--- config.mk ---
export PLATFORM = sky130hd
export DESIGN_NAME = noise_spi_cfg
export DESIGN_NICKNAME = d
export VERILOG_FILES = /design/src/rtl/noise_pkg.sv /design/src/rtl/sync_edge_det.sv /design/src/rtl/noise_spi_cfg.sv
export SDC_FILE = /design/constraint.sdc
export NUM_CORES = 1
export LEC_CHECK = 0
export BUFFER_PORTS_ARGS = -buffer_cell sky130_fd_sc_hd__buf_2
export CAP_MARGIN = 10
export CORE_MARGIN = 3
export CORE_UTILIZATION = 52
export CTS_CLUSTER_DIAMETER = 100
export DETAILED_ROUTE_END_ITERATION = 16
export PLACE_DENSITY = 0.81
export SLEW_MARGIN = 30
export SYNTH_ARGS = -nofsm -noshare
export SYNTH_HDL_FRONTEND = slang
export SYNTH_HIERARCHICAL = 1
export SYNTH_SLANG_ARGS = --single-unit
--- constraint.sdc ---
create_clock -name sys_clk -period 1.6 [get_ports sys_clk]
set_clock_uncertainty 0.05 [all_clocks]
set_input_delay 0.16 -clock sys_clk [delete_from_list [all_inputs] [get_ports sys_clk]]
set_output_delay 0.16 -clock sys_clk [all_outputs]
set_load 0.02 [all_outputs]
--- src/rtl/noise_pkg.sv ---
// Shared constants and FSM state type for the noise generator SPI configuration path.
package noise_pkg;

  localparam int NOISE_FRAME_BITS   = 40;
  localparam int NOISE_DIV_W        = 17;
  localparam int NOISE_LFSR_W       = 23;
  localparam int NOISE_DEFAULT_DIV  = 13000;
  localparam int NOISE_DEFAULT_SEED = 111;

  typedef enum logic [1:0] {
    IDLE   = 2'd0,
    RECV   = 2'd1,
    COMMIT = 2'd2
  } noise_cfg_state_t;

endpackage

--- src/rtl/sync_edge_det.sv ---
// Multi-stage synchroniser for one asynchronous input with registered rise/fall strobes.
// level_o is the stage behind the synchroniser output, so it lines up with the edge strobes.
module sync_edge_det #(
  parameter int SYNC_STAGES = 2
) (
  input  logic clk_i,
  input  logic rst_n_i,
  input  logic async_i,
  output logic level_o,
  output logic rise_o,
  output logic fall_o
);

  logic [SYNC_STAGES-1:0] sync_q;
  logic                   prev_q;
  logic                   rise_q;
  logic                   fall_q;
  logic                   cur;

  assign cur = sync_q[SYNC_STAGES-1];

  // SPI lines idle high, so everything resets to 1 and no edge fires on release.
  always_ff @(posedge clk_i or negedge rst_n_i) begin
    if (!rst_n_i) begin
      sync_q <= '1;
      prev_q <= 1'b1;
      rise_q <= 1'b0;
      fall_q <= 1'b0;
    end else begin
      sync_q <= {sync_q[SYNC_STAGES-2:0], async_i};
      prev_q <= cur;
      rise_q <= cur & ~prev_q;
      fall_q <= ~cur & prev_q;
    end
  end

  assign level_o = prev_q;
  assign rise_o  = rise_q;
  assign fall_o  = fall_q;

endmodule

--- src/rtl/noise_spi_cfg.sv ---
// SPI frame receiver that owns the noise generator divider and LFSR seed.
// Both fields are replaced together on a clean 40-bit frame, with a one-cycle cfg_load.
//
//   state  | meaning
//   IDLE   | waiting for chip select to fall
//   RECV   | shifting bits on each synchronised SPI clock fall
//   COMMIT | one cycle: accept frame (cfg_load) or reject it (frame_err)
module noise_spi_cfg
  import noise_pkg::*;
#(
  parameter int FRAME_BITS   = NOISE_FRAME_BITS,
  parameter int DIV_W        = NOISE_DIV_W,
  parameter int LFSR_W       = NOISE_LFSR_W,
  parameter int SYNC_STAGES  = 2,
  parameter int DEFAULT_DIV  = NOISE_DEFAULT_DIV,
  parameter int DEFAULT_SEED = NOISE_DEFAULT_SEED
) (
  input  logic              sys_clk,
  input  logic              sys_rst_n,
  input  logic              spi_clock,
  input  logic              spi_data,
  input  logic              spi_cs,
  output logic [DIV_W-1:0]  freq_div,
  output logic [LFSR_W-1:0] lfsr_seed,
  output logic              cfg_load,
  output logic              frame_err,
  output logic              busy
);

  localparam int                CNT_W    = $clog2(FRAME_BITS + 2);
  localparam logic [CNT_W-1:0]  CNT_FULL = CNT_W'(FRAME_BITS);
  localparam logic [CNT_W-1:0]  CNT_SAT  = CNT_W'(FRAME_BITS + 1);
  localparam logic [DIV_W-1:0]  DIV_RST  = DIV_W'(DEFAULT_DIV);
  localparam logic [LFSR_W-1:0] SEED_RST = LFSR_W'(DEFAULT_SEED);

  logic sck_fall, sck_rise, sck_level;
  logic data_s, data_rise, data_fall;
  logic cs_fall, cs_rise, cs_level;
  logic unused_edges;

  sync_edge_det #(.SYNC_STAGES(SYNC_STAGES)) u_sync_sck (
    .clk_i   (sys_clk),
    .rst_n_i (sys_rst_n),
    .async_i (spi_clock),
    .level_o (sck_level),
    .rise_o  (sck_rise),
    .fall_o  (sck_fall)
  );

  sync_edge_det #(.SYNC_STAGES(SYNC_STAGES)) u_sync_data (
    .clk_i   (sys_clk),
    .rst_n_i (sys_rst_n),
    .async_i (spi_data),
    .level_o (data_s),
    .rise_o  (data_rise),
    .fall_o  (data_fall)
  );

  sync_edge_det #(.SYNC_STAGES(SYNC_STAGES)) u_sync_cs (
    .clk_i   (sys_clk),
    .rst_n_i (sys_rst_n),
    .async_i (spi_cs),
    .level_o (cs_level),
    .rise_o  (cs_rise),
    .fall_o  (cs_fall)
  );

  assign unused_edges = ^{sck_rise, sck_level, data_rise, data_fall, cs_level};

  noise_cfg_state_t  state_q, state_d;
  logic [FRAME_BITS-1:0] sr_q, sr_d;
  logic [CNT_W-1:0]  bit_cnt_q, bit_cnt_d;
  logic [DIV_W-1:0]  freq_div_q, freq_div_d;
  logic [LFSR_W-1:0] seed_q, seed_d;
  logic              cfg_load_q, cfg_load_d;
  logic              frame_err_q, frame_err_d;
  logic [LFSR_W-1:0] seed_field;

  assign seed_field = sr_q[LFSR_W-1:0];

  always_comb begin
    state_d     = state_q;
    sr_d        = sr_q;
    bit_cnt_d   = bit_cnt_q;
    freq_div_d  = freq_div_q;
    seed_d      = seed_q;
    cfg_load_d  = 1'b0;
    frame_err_d = 1'b0;
    case (state_q)
      IDLE: begin
        if (cs_fall) begin
          state_d   = RECV;
          sr_d      = '0;
          bit_cnt_d = '0;
        end
      end
      RECV: begin
        // A coincident final clock fall is shifted before COMMIT reads the count.
        if (sck_fall) begin
          sr_d = {sr_q[FRAME_BITS-2:0], data_s};
          if (bit_cnt_q != CNT_SAT) bit_cnt_d = bit_cnt_q + 1'b1;
        end
        if (cs_rise) state_d = COMMIT;
      end
      COMMIT: begin
        state_d = IDLE;
        if (bit_cnt_q == CNT_FULL) begin
          freq_div_d = sr_q[FRAME_BITS-1 -: DIV_W];
          seed_d     = (seed_field == '0) ? SEED_RST : seed_field;
          cfg_load_d = 1'b1;
        end else begin
          frame_err_d = 1'b1;
        end
      end
      default: state_d = IDLE;
    endcase
  end

  always_ff @(posedge sys_clk or negedge sys_rst_n) begin
    if (!sys_rst_n) begin
      state_q     <= IDLE;
      sr_q        <= '0;
      bit_cnt_q   <= '0;
      freq_div_q  <= DIV_RST;
      seed_q      <= SEED_RST;
      cfg_load_q  <= 1'b0;
      frame_err_q <= 1'b0;
    end else begin
      state_q     <= state_d;
      sr_q        <= sr_d;
      bit_cnt_q   <= bit_cnt_d;
      freq_div_q  <= freq_div_d;
      seed_q      <= seed_d;
      cfg_load_q  <= cfg_load_d;
      frame_err_q <= frame_err_d;
    end
  end

  assign freq_div  = freq_div_q;
  assign lfsr_seed = seed_q;
  assign cfg_load  = cfg_load_q;
  assign frame_err = frame_err_q;
  assign busy      = (state_q != IDLE);

endmodule

==> metrics.txt <==
Synth Area per Inst 9.44 sq um; worst skew pair latency 0.36 ns; HP Class in2async; Inserted Clock Buffers 9; DR pass1 iterations 4; Core Area 7330 sq um; H-tree depth 3; CTS tree done; minimum clock period after layout 1.58 ns; die area 8750 sq um; power per standard cell area 990 nW/um^2; total global-route track usage 0.193; Final GP Congestion 0.800; Gate Count Post-Synth 422; Final setup viols 0; period utilization 0.990; max_cap viols 0; Post-Syn Nets 430; RSZ-0062 raised after global routing yes; Critical Path RT 1.81 ns; FP Rows 31; Worst Reg2Reg Path Length in Cells 4; P_leak 2.70 nW; highest net fanout along the worst path 4; CTS clock-pin slew for the worst setup and hold paths 0.09 ns; routed length per instance 14.6 um; Detail Placement HPWL 5140 um; Area growth, synth to finish 22.9%; status complete, no violations; Slew Limit Fails 0; initial antenna violation count 0; number of global-route vias before repair 2963; layout cells sized above 1 0.249; Cell Area, Synth 3990 sq um; kind of critical path reg2reg; drt drc 0; peak supply drop 0.779 mV; first-pass GRT wire length 13400 um; die height 93.5 um; via/cell ratio 5.20; DRT antenna net count 0; CP Capture Type flop; setup_tns 0 ns; clock sink count 102; Worst Max-Slew Pin Slew 0.432 ns; Root Driver clkbuf_8; Synth Warn # 6; Fin. Hold Viols 0; I/O Buffers 47; Arrival @ worst endpoint 1.80 ns; largest net degree at the start of global routing 42; Antenna diodes 0; die extent in x 93.5 um; Initial Utilization 0.544; IO Count 48; Slew HR 0.712; Clock Path Buffers 2; final core utilization 0.668; Post-Route WL 8580 um; FMAX 0.631 GHz; GR Overflow Total 0; Final #Nets 493; Via Count 3065; CP startpoint kind flop; DRT iter0 DRCs 211
registers in the layout, summed over array words and instances (netlist names), 2 cells and up:
signal,cells
u_sync_data/sync_q,2
sr_q,40
state_q,2
bit_cnt_q,6
u_sync_sck/sync_q,2
freq_div,17
u_sync_cs/sync_q,2
lfsr_seed,23
worst max-delay path, stage by stage, from the launching register on:
cell	delay (ns)
dfrtp_1	0.39
and4bb_1	0.23
a311o_1	0.34
or2_4	0.29
o31ai_4	0.19
final cells by class:
| type | count | area, sq um |
|---|---|---|
| inverter | 3 | 18.8 |
| sequential | 102 | 2580 |
| clock buffer | 13 | 159 |
| tap | 99 | 124 |
| clock inverter | 3 | 20.0 |
| timing repair buffer | 76 | 646 |
| multi-input combinational | 293 | 1350 |
| fill | 573 | 2430 |
path summary, 6_finish.rpt:
check	startpoint	end	slack, ns
max	bit_cnt_q[3]	bit_cnt_q[3]	0.02
min	sys_rst_n	freq_div[2]	0.23
max reg2reg	bit_cnt_q[3]	bit_cnt_q[3]	0.02
min reg2reg	u_sync_cs/sync_q[0]	u_sync_cs/sync_q[1]	0.31
max in group asynchronous	sys_rst_n	freq_div[7]	0.66
min in group sys_clk	u_sync_cs/sync_q[0]	u_sync_cs/sync_q[1]	0.31
stage by stage:
| stage | std cells | power (W) | cell area, sq um | worst slack, ns | hold slack (ns) |
|---|---|---|---|---|---|
| 2_1_floorplan | 422 | 0.00311 | 4000 | -0.00726 | -0.186 |
| 3_3_place_gp | 563 | 0.00335 | 4490 | 0.0715 | 0.0807 |
| 3_5_place_dp | 563 | 0.00339 | 4490 | -0.0627 | 0.0805 |
| 4_1_cts | 583 | 0.00486 | 4730 | 0.00134 | 0.235 |
| 5_1_grt | 589 | 0.00505 | 4900 | -0.0585 | 0.257 |
| 6_report | 589 | 0.00485 | 4900 | 0.0161 | 0.229 |
what timing repair did:
item | in CTS | in global routing
setup endpoints to repair | 1 | 27
hold buffers | 4 | 0
endpoints found under the hold margin | 31 | 0
gates cloned | 0 | 4
pin swaps | 1 | 2
gates resized for setup | 4 | 19
setup buffers | 0 | 2
power breakdown:
part | internal, W | leakage [nW] | total (W) | switching (W)
combinational | 0.000243 | 1.27 | 0.000676 | 0.000433
sequential | 0.00265 | 1.34 | 0.00270 | 0.0000508
clock | 0.000650 | 0.0857 | 0.00147 | 0.000820
layer usage:
layer / vias to the layer above / GRT usage / part of all wire
met2: 77 / 0.327 / 0.50
met4: 0 / 0.0626 / 0.016
li1: 1474 / - / -
met3: 13 / 0.0467 / 0.058
met1: 1501 / 0.243 / 0.43
met5: - / 0 / 0
cells in the final DEF (no fill, tap or decap), types with 2 or more instances in the layout:
master and count:
or2_2 2, a21oi_1 7, o21ai_0 2, clkbuf_16 4, o21ai_1 3, and2b_2 2, nor2_1 13, dfrtp_1 81
nor4_1 5, buf_12 8, clkbuf_8 11, nand2_1 186, buf_2 45, buf_6 2, buf_4 13, clkinvlp_4 2
dlygate4sd3_1 4, dfstp_2 21, ha_1 2, nand3_1 45, inv_1 2, clkbuf_1 2, nor2_2 2, nand2b_1 5
Note: power is estimated with default switching activity, not from simulation.
